File: src/rtl/benes_route_ctrl.sv
// Benes switch-setting generator: sequential looping algorithm, one input switch per cycle.
// Optional macro BENES_ROUTE_CHECK_EN adds the duplicate-destination CHECK state and err path.
module benes_route_ctrl #(
    parameter int SIZE = 8
) (
    input  logic                                      clk_i,
    input  logic                                      rst_i,
    input  logic                                      perm_valid_i,
    output logic                                      perm_ready_o,
    input  logic [SIZE*$clog2(SIZE)-1:0]              perm_dst_i,
    output logic                                      ctrl_valid_o,
    input  logic                                      ctrl_ready_i,
    output logic [(2*$clog2(SIZE)-1)*(SIZE/2)-1:0]    ctrl_bits_o,
    output logic                                      err_o
);
    localparam int LW  = $clog2(SIZE);
    localparam int SW  = SIZE / 2;
    localparam int ST  = 2 * LW - 1;
    localparam int KW  = LW - 1;
    localparam int SLW = $clog2(ST);

    typedef enum logic [2:0] {
        S_IDLE,
`ifdef BENES_ROUTE_CHECK_EN
        S_CHECK,
`endif
        S_LOOP,
        S_MID,
        S_DONE
    } state_t;

    state_t               state_q, state_d;
    logic [LW-1:0]        wp_q  [SIZE];
    logic [LW-1:0]        wp_d  [SIZE];
    logic [LW-1:0]        nwp_q [SIZE];
    logic [LW-1:0]        nwp_d [SIZE];
    logic [SW-1:0]        set_q, set_d;
    logic [KW-1:0]        cur_q, cur_d;
    logic                 cur_c_q, cur_c_d;
    logic [SLW-1:0]       lvl_q, lvl_d;
    logic [KW-1:0]        cnt_q, cnt_d;
    logic [ST-1:0][SW-1:0] sw_q, sw_d;
    logic [ST-1:0][SW-1:0] ctrl_q, ctrl_d;
    logic                 err_q, err_d;

    // Per-cycle looping step for the current input switch
    logic [LW-1:0] h_sh, sub_sh;
    logic [KW-1:0] cur_j, cur_m, mmask, ou, og, cand, free_k;
    logic [LW-1:0] du, dl, tgt, xg, up_pos, lo_pos;
    logic [SW-1:0] set_now;
    logic [SLW-1:0] out_st;
    logic          found;

    always_comb begin
        h_sh   = LW'(KW) - LW'(lvl_q);
        sub_sh = h_sh + LW'(1);
        cur_j  = cur_q >> h_sh;
        mmask  = KW'((LW'(1) << h_sh) - LW'(1));
        cur_m  = cur_q & mmask;
        du     = cur_c_q ? wp_q[{cur_q, 1'b1}] : wp_q[{cur_q, 1'b0}];
        dl     = cur_c_q ? wp_q[{cur_q, 1'b0}] : wp_q[{cur_q, 1'b1}];
        ou     = du[LW-1:1];
        og     = (cur_j << h_sh) | ou;
        tgt    = du ^ LW'(1);
        // The input that must reach the partner output of og, restricted to this subnet
        found  = 1'b0;
        xg     = '0;
        for (int i = 0; i < SIZE; i++) begin
            if (!found && ((LW'(i) >> sub_sh) == {1'b0, cur_j}) && (wp_q[i] == tgt)) begin
                found = 1'b1;
                xg    = LW'(i);
            end
        end
        cand    = xg[LW-1:1];
        set_now = set_q | (SW'(1) << cur_q);
        free_k  = '0;
        for (int k = SW - 1; k >= 0; k--) begin
            if (!set_now[k]) free_k = KW'(k);
        end
        up_pos = ({1'b0, cur_j} << sub_sh) | {1'b0, cur_m};
        lo_pos = up_pos | (LW'(1) << h_sh);
        out_st = SLW'(ST - 1) - lvl_q;
    end

`ifdef BENES_ROUTE_CHECK_EN
    logic [SIZE-1:0] seen;
    logic            dup;
`endif

    always_comb begin
        state_d = state_q;
        wp_d    = wp_q;
        nwp_d   = nwp_q;
        set_d   = set_q;
        cur_d   = cur_q;
        cur_c_d = cur_c_q;
        lvl_d   = lvl_q;
        cnt_d   = cnt_q;
        sw_d    = sw_q;
        ctrl_d  = ctrl_q;
        err_d   = err_q;
`ifdef BENES_ROUTE_CHECK_EN
        seen    = '0;
        dup     = 1'b0;
`endif
        case (state_q)
            S_IDLE: begin
                if (perm_valid_i) begin
                    for (int i = 0; i < SIZE; i++) wp_d[i] = perm_dst_i[i*LW +: LW];
                    set_d   = '0;
                    cur_d   = '0;
                    cur_c_d = 1'b0;
                    lvl_d   = '0;
                    cnt_d   = '0;
                    sw_d    = '0;
                    err_d   = 1'b0;
`ifdef BENES_ROUTE_CHECK_EN
                    state_d = S_CHECK;
`else
                    state_d = S_LOOP;
`endif
                end
            end
`ifdef BENES_ROUTE_CHECK_EN
            S_CHECK: begin
                for (int i = 0; i < SIZE; i++) begin
                    if (seen[wp_q[i]]) dup = 1'b1;
                    seen[wp_q[i]] = 1'b1;
                end
                if (dup) begin
                    ctrl_d  = '0;
                    err_d   = 1'b1;
                    state_d = S_DONE;
                end else begin
                    state_d = S_LOOP;
                end
            end
`endif
            S_LOOP: begin
                sw_d[lvl_q][cur_q] = cur_c_q;
                sw_d[out_st][og]   = du[0];
                nwp_d[up_pos]      = du >> 1;
                nwp_d[lo_pos]      = dl >> 1;
                set_d              = set_now;
                // Follow the loop while it stays open; otherwise start a new loop straight
                if (found && !set_now[cand]) begin
                    cur_d   = cand;
                    cur_c_d = ~xg[0];
                end else begin
                    cur_d   = free_k;
                    cur_c_d = 1'b0;
                end
                cnt_d = cnt_q + KW'(1);
                if (cnt_q == KW'(SW - 1)) begin
                    wp_d    = nwp_d;
                    set_d   = '0;
                    cur_d   = '0;
                    cur_c_d = 1'b0;
                    cnt_d   = '0;
                    lvl_d   = lvl_q + SLW'(1);
                    if (lvl_q == SLW'(LW - 2)) state_d = S_MID;
                end
            end
            S_MID: begin
                ctrl_d = sw_q;
                for (int k = 0; k < SW; k++) ctrl_d[LW-1][k] = wp_q[2*k][0];
                state_d = S_DONE;
            end
            S_DONE: begin
                if (ctrl_ready_i) state_d = S_IDLE;
            end
            default: state_d = S_IDLE;
        endcase
    end

    always_ff @(posedge clk_i or posedge rst_i) begin
        if (rst_i) begin
            state_q <= S_IDLE;
            for (int i = 0; i < SIZE; i++) begin
                wp_q[i]  <= '0;
                nwp_q[i] <= '0;
            end
            set_q   <= '0;
            cur_q   <= '0;
            cur_c_q <= 1'b0;
            lvl_q   <= '0;
            cnt_q   <= '0;
            sw_q    <= '0;
            ctrl_q  <= '0;
            err_q   <= 1'b0;
        end else begin
            state_q <= state_d;
            wp_q    <= wp_d;
            nwp_q   <= nwp_d;
            set_q   <= set_d;
            cur_q   <= cur_d;
            cur_c_q <= cur_c_d;
            lvl_q   <= lvl_d;
            cnt_q   <= cnt_d;
            sw_q    <= sw_d;
            ctrl_q  <= ctrl_d;
            err_q   <= err_d;
        end
    end

    assign perm_ready_o = (state_q == S_IDLE) && !rst_i;
    assign ctrl_valid_o = (state_q == S_DONE);
    assign ctrl_bits_o  = ctrl_q;
    assign err_o        = err_q;

endmodule

File: config.mk
export PLATFORM = sky130hd
export DESIGN_NAME = benes_route_ctrl
export DESIGN_NICKNAME = d
export VERILOG_FILES = /design/src/rtl/benes_route_ctrl.sv
export SDC_FILE = /design/constraint.sdc
export NUM_CORES = 1
export LEC_CHECK = 0
export CAP_MARGIN = 20
export CORE_ASPECT_RATIO = 1.1
export CORE_MARGIN = 2
export CORE_UTILIZATION = 59
export DETAILED_ROUTE_END_ITERATION = 8
export GPL_ROUTABILITY_DRIVEN = 0
export HOLD_SLACK_MARGIN = 0.03
export PLACE_DENSITY_LB_ADDON = 0.25
export SYNTH_ARGS = -nofsm -noshare
export SYNTH_HDL_FRONTEND = slang
export SYNTH_SLANG_ARGS = --single-unit
File: constraint.sdc
create_clock -name clk_i -period 4.7 [get_ports clk_i]
set_input_delay 0.705 -clock clk_i [delete_from_list [all_inputs] [get_ports clk_i]]
set_output_delay 0.705 -clock clk_i [all_outputs]
set_load 0.05 [all_outputs]
# Yosys cells after proc, flatten, opt, wreduce, memory -nomap -nowiden
# Cells that the tools add are included.
[word_totals] regBits=103 out_inout_bits=23
[classes] n_addsub=6 n_lt_le_gt_ge=15 n_eq_ne=25 shift=13 muxes=71 bitwise=11 n_reduce_logical=37
[ops] operator="2-to-1 mux 3 bit" n=19
[ops] operator="bitwise mux 24 bit" n=2
[ops] operator="2-to-1 mux 24 bit" n=2
[ops] operator="one-hot mux 24 bit (2 select lines)" n=1
[ops] operator="bitwise mux 20 bit" n=2
[ops] operator="one-hot mux 20 bit (2 select lines)" n=1
[ops] operator="demux 4 bit (select 3 bit)" n=2
[ops] operator="equality test 3 x 2 -> 1 bit" n=8
[ops] operator="equality test 3 bit" n=8
[ops] operator="logical AND 1 bit" n=23
[ops] operator="2-to-1 mux 20 bit" n=1
[ops] operator="binary-select mux 3 bit (select 3 bit)" n=2
[ops] operator="demux 3 bit (select 3 bit)" n=2
[ops] operator="2-to-1 mux 2 bit" n=9
[ops] operator="greater-or-equal comparator 4 bit, second input constant" n=4
[ops] operator="2-to-1 mux 4 bit" n=4
[ops] operator="inverter 3 -> 4 bit" n=4
[ops] operator="2-to-1 mux 1 bit" n=15
[ops] operator="one-hot mux 3 bit (4 select lines)" n=1
[ops] operator="right shift 3 x 3 -> 3 bit, first input constant" n=4
[ops] operator="zero test 1 bit" n=9
[ops] operator="less-than comparator 2 x 3 -> 1 bit, second input constant" n=3
[ops] operator="less-than comparator 3 x 4 -> 1 bit, second input constant" n=2
[ops] operator="less-than comparator 4 x 1 -> 1 bit, second input constant" n=2
[ops] operator="other kinds (36)" n=48

# Longest topological paths before layout
[depth] depth_word=44 mapped_depth=16 ltp_nobuf=15

# Worst setup path after synthesis
# OpenSTA, ideal clock, no wires.
[synth_path] path_kind="reg-to-reg" startpoint="register lvl_q[1]" endpoint="register cur_q[1]" setup_ps=142 arrival_time_ps=3666 required_time_ps=4558 setup_slack_ps=891 stages_incl_launch_ff=17 cell_sequence="dfrtp_1 > ha_1 > ha_1 > clkbuf_1 > inv_1 > ha_1 > clkbuf_1 > o21a_1 > nor3_1 > a221oi_1 > or4_4 > and2_4 > or4_4 > o311ai_2 > o32ai_2 > o21ai_2 > o221ai_1"
[synth_between] elab_chain_cells=41 elab_cells_between_ends=62 cone_classes="add/sub (2); eq/ne (8); shift (9); mux (19); reduce/logical (24)"
[synth_rtl] item="start, declared" line_no="40" text="logic [SLW-1:0] lvl_q, lvl_d;"
[synth_rtl] item="start signal, assigned" line_no="198" text="lvl_q <= lvl_d;"
[synth_rtl] item="subtractor 2 x 3 -> 3 bit (*)" line_no="55" text="h_sh = LW'(KW) - LW'(lvl_q);"
[synth_rtl] item="adder 3 x 1 -> 3 bit" line_no="56" text="sub_sh = h_sh + LW'(1);"
[synth_rtl] item="right shift 1 x 3 -> 3 bit" line_no="69" text="if (!found && ((LW'(i) >> sub_sh) == {1'b0, cur_j}) && (wp_q[i] == tgt)) begin"
[synth_rtl] item="equality test 3 x 2 -> 1 bit" line_no="69"
[synth_rtl] item="logical AND 1 bit" line_no="69"
[synth_rtl] item="2-to-1 mux 1 bit" line_no="69"
[synth_rtl] item="zero test 1 bit" line_no="69"
[synth_rtl] item="logical AND 1 bit (2 in a row)" line_no="69"
[synth_rtl] item="[24 not listed]"
[synth_rtl] item="2-to-1 mux 3 bit" line_no="69"
[synth_rtl] item="binary-select mux 1 bit (select 2 bit)" line_no="146" text="if (found && !set_now[cand]) begin"
[synth_rtl] item="2-to-1 mux 1 bit (not written as such)" line_no="146"
[synth_rtl] item="zero test 1 bit" line_no="146"
[synth_rtl] item="logical AND 1 bit" line_no="146"
[synth_rtl] item="2-to-1 mux 2 bit (*)" line_no="146"
[synth_rtl] item="2-to-1 mux 2 bit (*)" line_no="154" text="if (cnt_q == KW'(SW - 1)) begin"
[synth_rtl] item="one-hot mux 2 bit (2 select lines) (*)" line_no="106" text="case (state_q)"
[synth_rtl] item="end signal, assigned" line_no="196" text="cur_q <= cur_d;"
[synth_rtl] item="end, declared" line_no="38" text="logic [KW-1:0] cur_q, cur_d;"
# Every way passes the cells marked *; elsewhere a longest branch is shown, timed or not. The select of a mux whose other input is x is not followed.
# A chain may end at the register's enable or synchronous reset.

# Final worst setup path
[layout_path] startpoint="register lvl_q[0]" endpoint="register cur_q[1]"
# Same word-level chain as after synthesis.

==> impl_metrics.py <==
metrics = {
    "synth": {
        "synth.area.top_cells": "dfrtp_1 38%, mux2_2 5.9%, o21ai_0 5.6%",
        "async_reset_ff_frac": 1.00,
        "syn_avg_cell_area_um2": 8.65,
        "synth_area_mm2": 0.00649,
        "yosysTopAreaCellShare": 0.378,
        "synth_top_cell_by_area": "dfrtp_1",
        "synth_top_family_by_area": "compound AO/OA/AOI/OAI gates",
        "synth_edf_count": 0,
        "syn_inst": 750,
        "ys_seq_area_frac": 0.378,
        "synth_simple_gate_area_frac": 0.206,
        "synthAdderAreaFrac": 0.0270,
        "yosys_most_used_dff": "dfrtp_1",
        "synth-xor-area-share": 0.0337,
        "yosysWarningCount": 0,
        "synth.area.mux_share": 0.0980,
        "synth_compound_area_frac": 0.215,
        "ys_ff_latch": 98,
        "synth.distinct_cells": 67,
        "syn_nets": 792,
    },
    "clock_network": {
        "root_buffer": "clkbuf_16",
        "cts_max_path_buffers": 2,
        "htree_levels": 3,
        "insertion_delay_ps": 360,
        "clk_pin_slew_ps": 60,
        "numClockSinks": 98,
        "tritoncts": "built",
        "ctsHoldBuffers": 0,
        "postCtsResizedCells": 0,
        "cts_made_buffers": 9,
        "post_cts.repair.setup_buffers": 0,
    },
    "global_route": {
        "grt.overflow.total": 0,
        "grtUsageTotal": 0.289,
        "antenna_found_initial": 0,
        "grt_max_degree": 80,
        "grt_pass1_wl_um": 27500,
        "grt_pass1_vias": 5666,
    },
    "placed_design": {
        "postPlaceCellArea_mm2": 0.00707,
        "dp_hpwl_um": 11900,
        "io_buffers": 49,
    },
    "sta": {
        "finalSetupViolCount": 0,
        "tns_ps": 0,
        "finalCritPeriodShare": 0.911,
        "slew_headroom": 0.358,
        "maxSlewViolCount": 0,
        "finClkSkew_ps": 7.08,
        "tightest_slew_ps": 936,
        "hold_violations": 0,
        "fin_crit_ps": 4280,
        "hold_ws_ps": 486,
        "max_freq_mhz": 234,
        "rsz0062_at_grt": "false",
    },
    "hold_path": {
        "hp-class": "reg2reg",
    },
    "cells_and_area": {
        "area_delta_synth_final_pct": 14.4,
        "diodes": 0,
        "drive_gt1_frac": 0.102,
        "fin_area_mm2": 0.00743,
        "layout.nets": 821,
    },
    "pwr": {
        "p_total_uw": 5710,
        "leakagePower_uw": 0.00299,
        "powerDensity_mw_per_mm2": 769,
        "ir_worst_vdd_v": 0.000434,
    },
    "floorplanning": {
        "initial_utilization": 0.600,
        "die_x_um": 104,
        "dieArea_mm2": 0.0119,
        "die_h_um": 114,
        "rows": 40,
        "ios": 51,
        "placeableCoreArea_mm2": 0.0108,
    },
    "worst_setup_path": {
        "crit_required_ps": 4920,
        "worstSetupPathType": "reg2reg",
        "crit_arrival_ps": 4500,
        "worstSetupStartpointType": "register",
        "critPathMaxFanout": 18,
        "worst_setup_path_end_kind": "register",
    },
    "routing": {
        "drt_first_pass_iters": 6,
        "routedWlPerCell_um": 18.1,
        "drcViolationCount": 0,
        "routed_wl_um": 16800,
        "initialDrtViolationCount": 509,
        "vias": 5916,
        "vias_per_cell": 6.35,
        "postRouteAntennaNets": 0,
    },
    "outcome": {
        "outcome": "completed",
    },
    "flow_run": {
        "drv_cap": 0,
    },
}
## per-layer routing
metal	track usage	up-vias	share of wire	wire, um
met4	0.177	0	0.052	878
li1	-	2734	-	-
met2	0.497	290	0.49	8210
met1	0.339	2809	0.40	6710
met3	0.0486	83	0.061	1040
met5	0	-	0	0
## registers in the layout, indices dropped and copies added, names as in the netlist
register	cells
cnt_q	2
state_q	2
sw_q	16
nwp_q	24
wp_q	24
cur_q	2
set_q	4
ctrl_bits_o	20
cur_c_q	1
lvl_q	3
## logic make-up (layout without fill, tap and decap cells)
family	after synthesis	in the layout
simple gates	274	274
buf+inv	63	97
xor+xnor	25	25
flops	98	98
compound gates	220	220
mux	55	55
fa+ha+maj	14	14
other cells	1	1
## cell usage in the layout, fill, tap and decap left out, types with 4 or more instances in the layout
cell,netlist,layout
dfrtp_1,98,98
nor2_1,79,78
nand2_1,75,75
o21ai_0,73,73
a21oi_1,55,55
clkdlybuf4s50_1,0,49
mux2_2,34,34
inv_1,22,21
nand2b_1,20,20
xnor2_1,20,20
or3_1,18,18
mux2i_1,17,17
a31oi_1,16,16
a22o_1,15,15
nor2b_1,14,14
nand3_1,14,14
nor3_1,14,13
ha_1,14,13
o211ai_1,11,11
clkbuf_16,0,9
buf_4,2,8
o21a_1,7,7
a21boi_0,7,7
and2_1,6,6
and3_1,6,6
xor2_1,5,5
nand4_1,5,5
nor3b_1,4,4
a221oi_1,4,4
nand4b_1,4,4
a211oi_1,4,4
## worst max-delay path, stage by stage, from the launching register on
cell	delay, ps
dfrtp_1	360
buf_4	250
inv_1	190
ha_1	620
nand4b_1	370
a2111oi_0	650
a31oi_1	90
o21ai_0	190
nand4_1	220
and2_4	220
or4_4	410
o311ai_2	90
o32ai_2	160
o21ai_2	180
o221ai_1	120
## area by class of cell
cell class / instances / area, um2
fill: 869 / 3380
multi-input combinational: 589 / 3780
sequential: 98 / 2450
timing repair buffer: 59 / 598
clock inverter: 4 / 75.1
clock buffer: 12 / 246
tap: 147 / 184
inverter: 22 / 85.1
## Yosys cell counts, types with 5 or more instances
| master | number |
|---|---|
| a21boi_0 | 7 |
| a21oi_1 | 55 |
| a22o_1 | 15 |
| a31oi_1 | 16 |
| and2_1 | 6 |
| and3_1 | 6 |
| clkbuf_1 | 30 |
| dfrtp_1 | 98 |
| ha_1 | 14 |
| inv_1 | 22 |
| mux2_2 | 34 |
| mux2i_1 | 17 |
| nand2_1 | 75 |
| nand2b_1 | 20 |
| nand3_1 | 14 |
| nand4_1 | 5 |
| nor2_1 | 79 |
| nor2b_1 | 14 |
| nor3_1 | 14 |
| o211ai_1 | 11 |
| o21a_1 | 7 |
| o21ai_0 | 73 |
| or3_1 | 18 |
| xnor2_1 | 20 |
| xor2_1 | 5 |
## worst paths after layout
kind,start,end,slack [ps],cells past startpoint
hold reg to reg,nwp_q[0],nwp_q[0],490,1
max in group asynchronous,rst_i,nwp_q[5],3070,4
setup / recovery,lvl_q[0],cur_q[1],420,14
hold / removal,nwp_q[0],nwp_q[0],490,1
min in group asynchronous,rst_i,state_q[1],710,2
setup reg to reg,lvl_q[0],cur_q[1],420,14
## through the flow
step,setup slack (ps),utilization,std cells
final,420,0.687,931
after global routing,159,0.687,931
after CTS,417,0.684,930
after detailed placement,433,0.654,914
after global placement,731,0.654,914
after floorplan,891,-,750
## report_power, final
| part | total, uW | switching (uW) | internal [uW] | leakage [uW] |
|---|---|---|---|---|
| Combinational | 3550 | 2190 | 1360 | 0.00158 |
| Clock | 799 | 318 | 481 | 0.000149 |
| Sequential | 1360 | 255 | 1110 | 0.00126 |
| Total | 5710 | 2760 | 2950 | 0.00299 |
No activity file was read; power rests on OpenSTA's default activity.
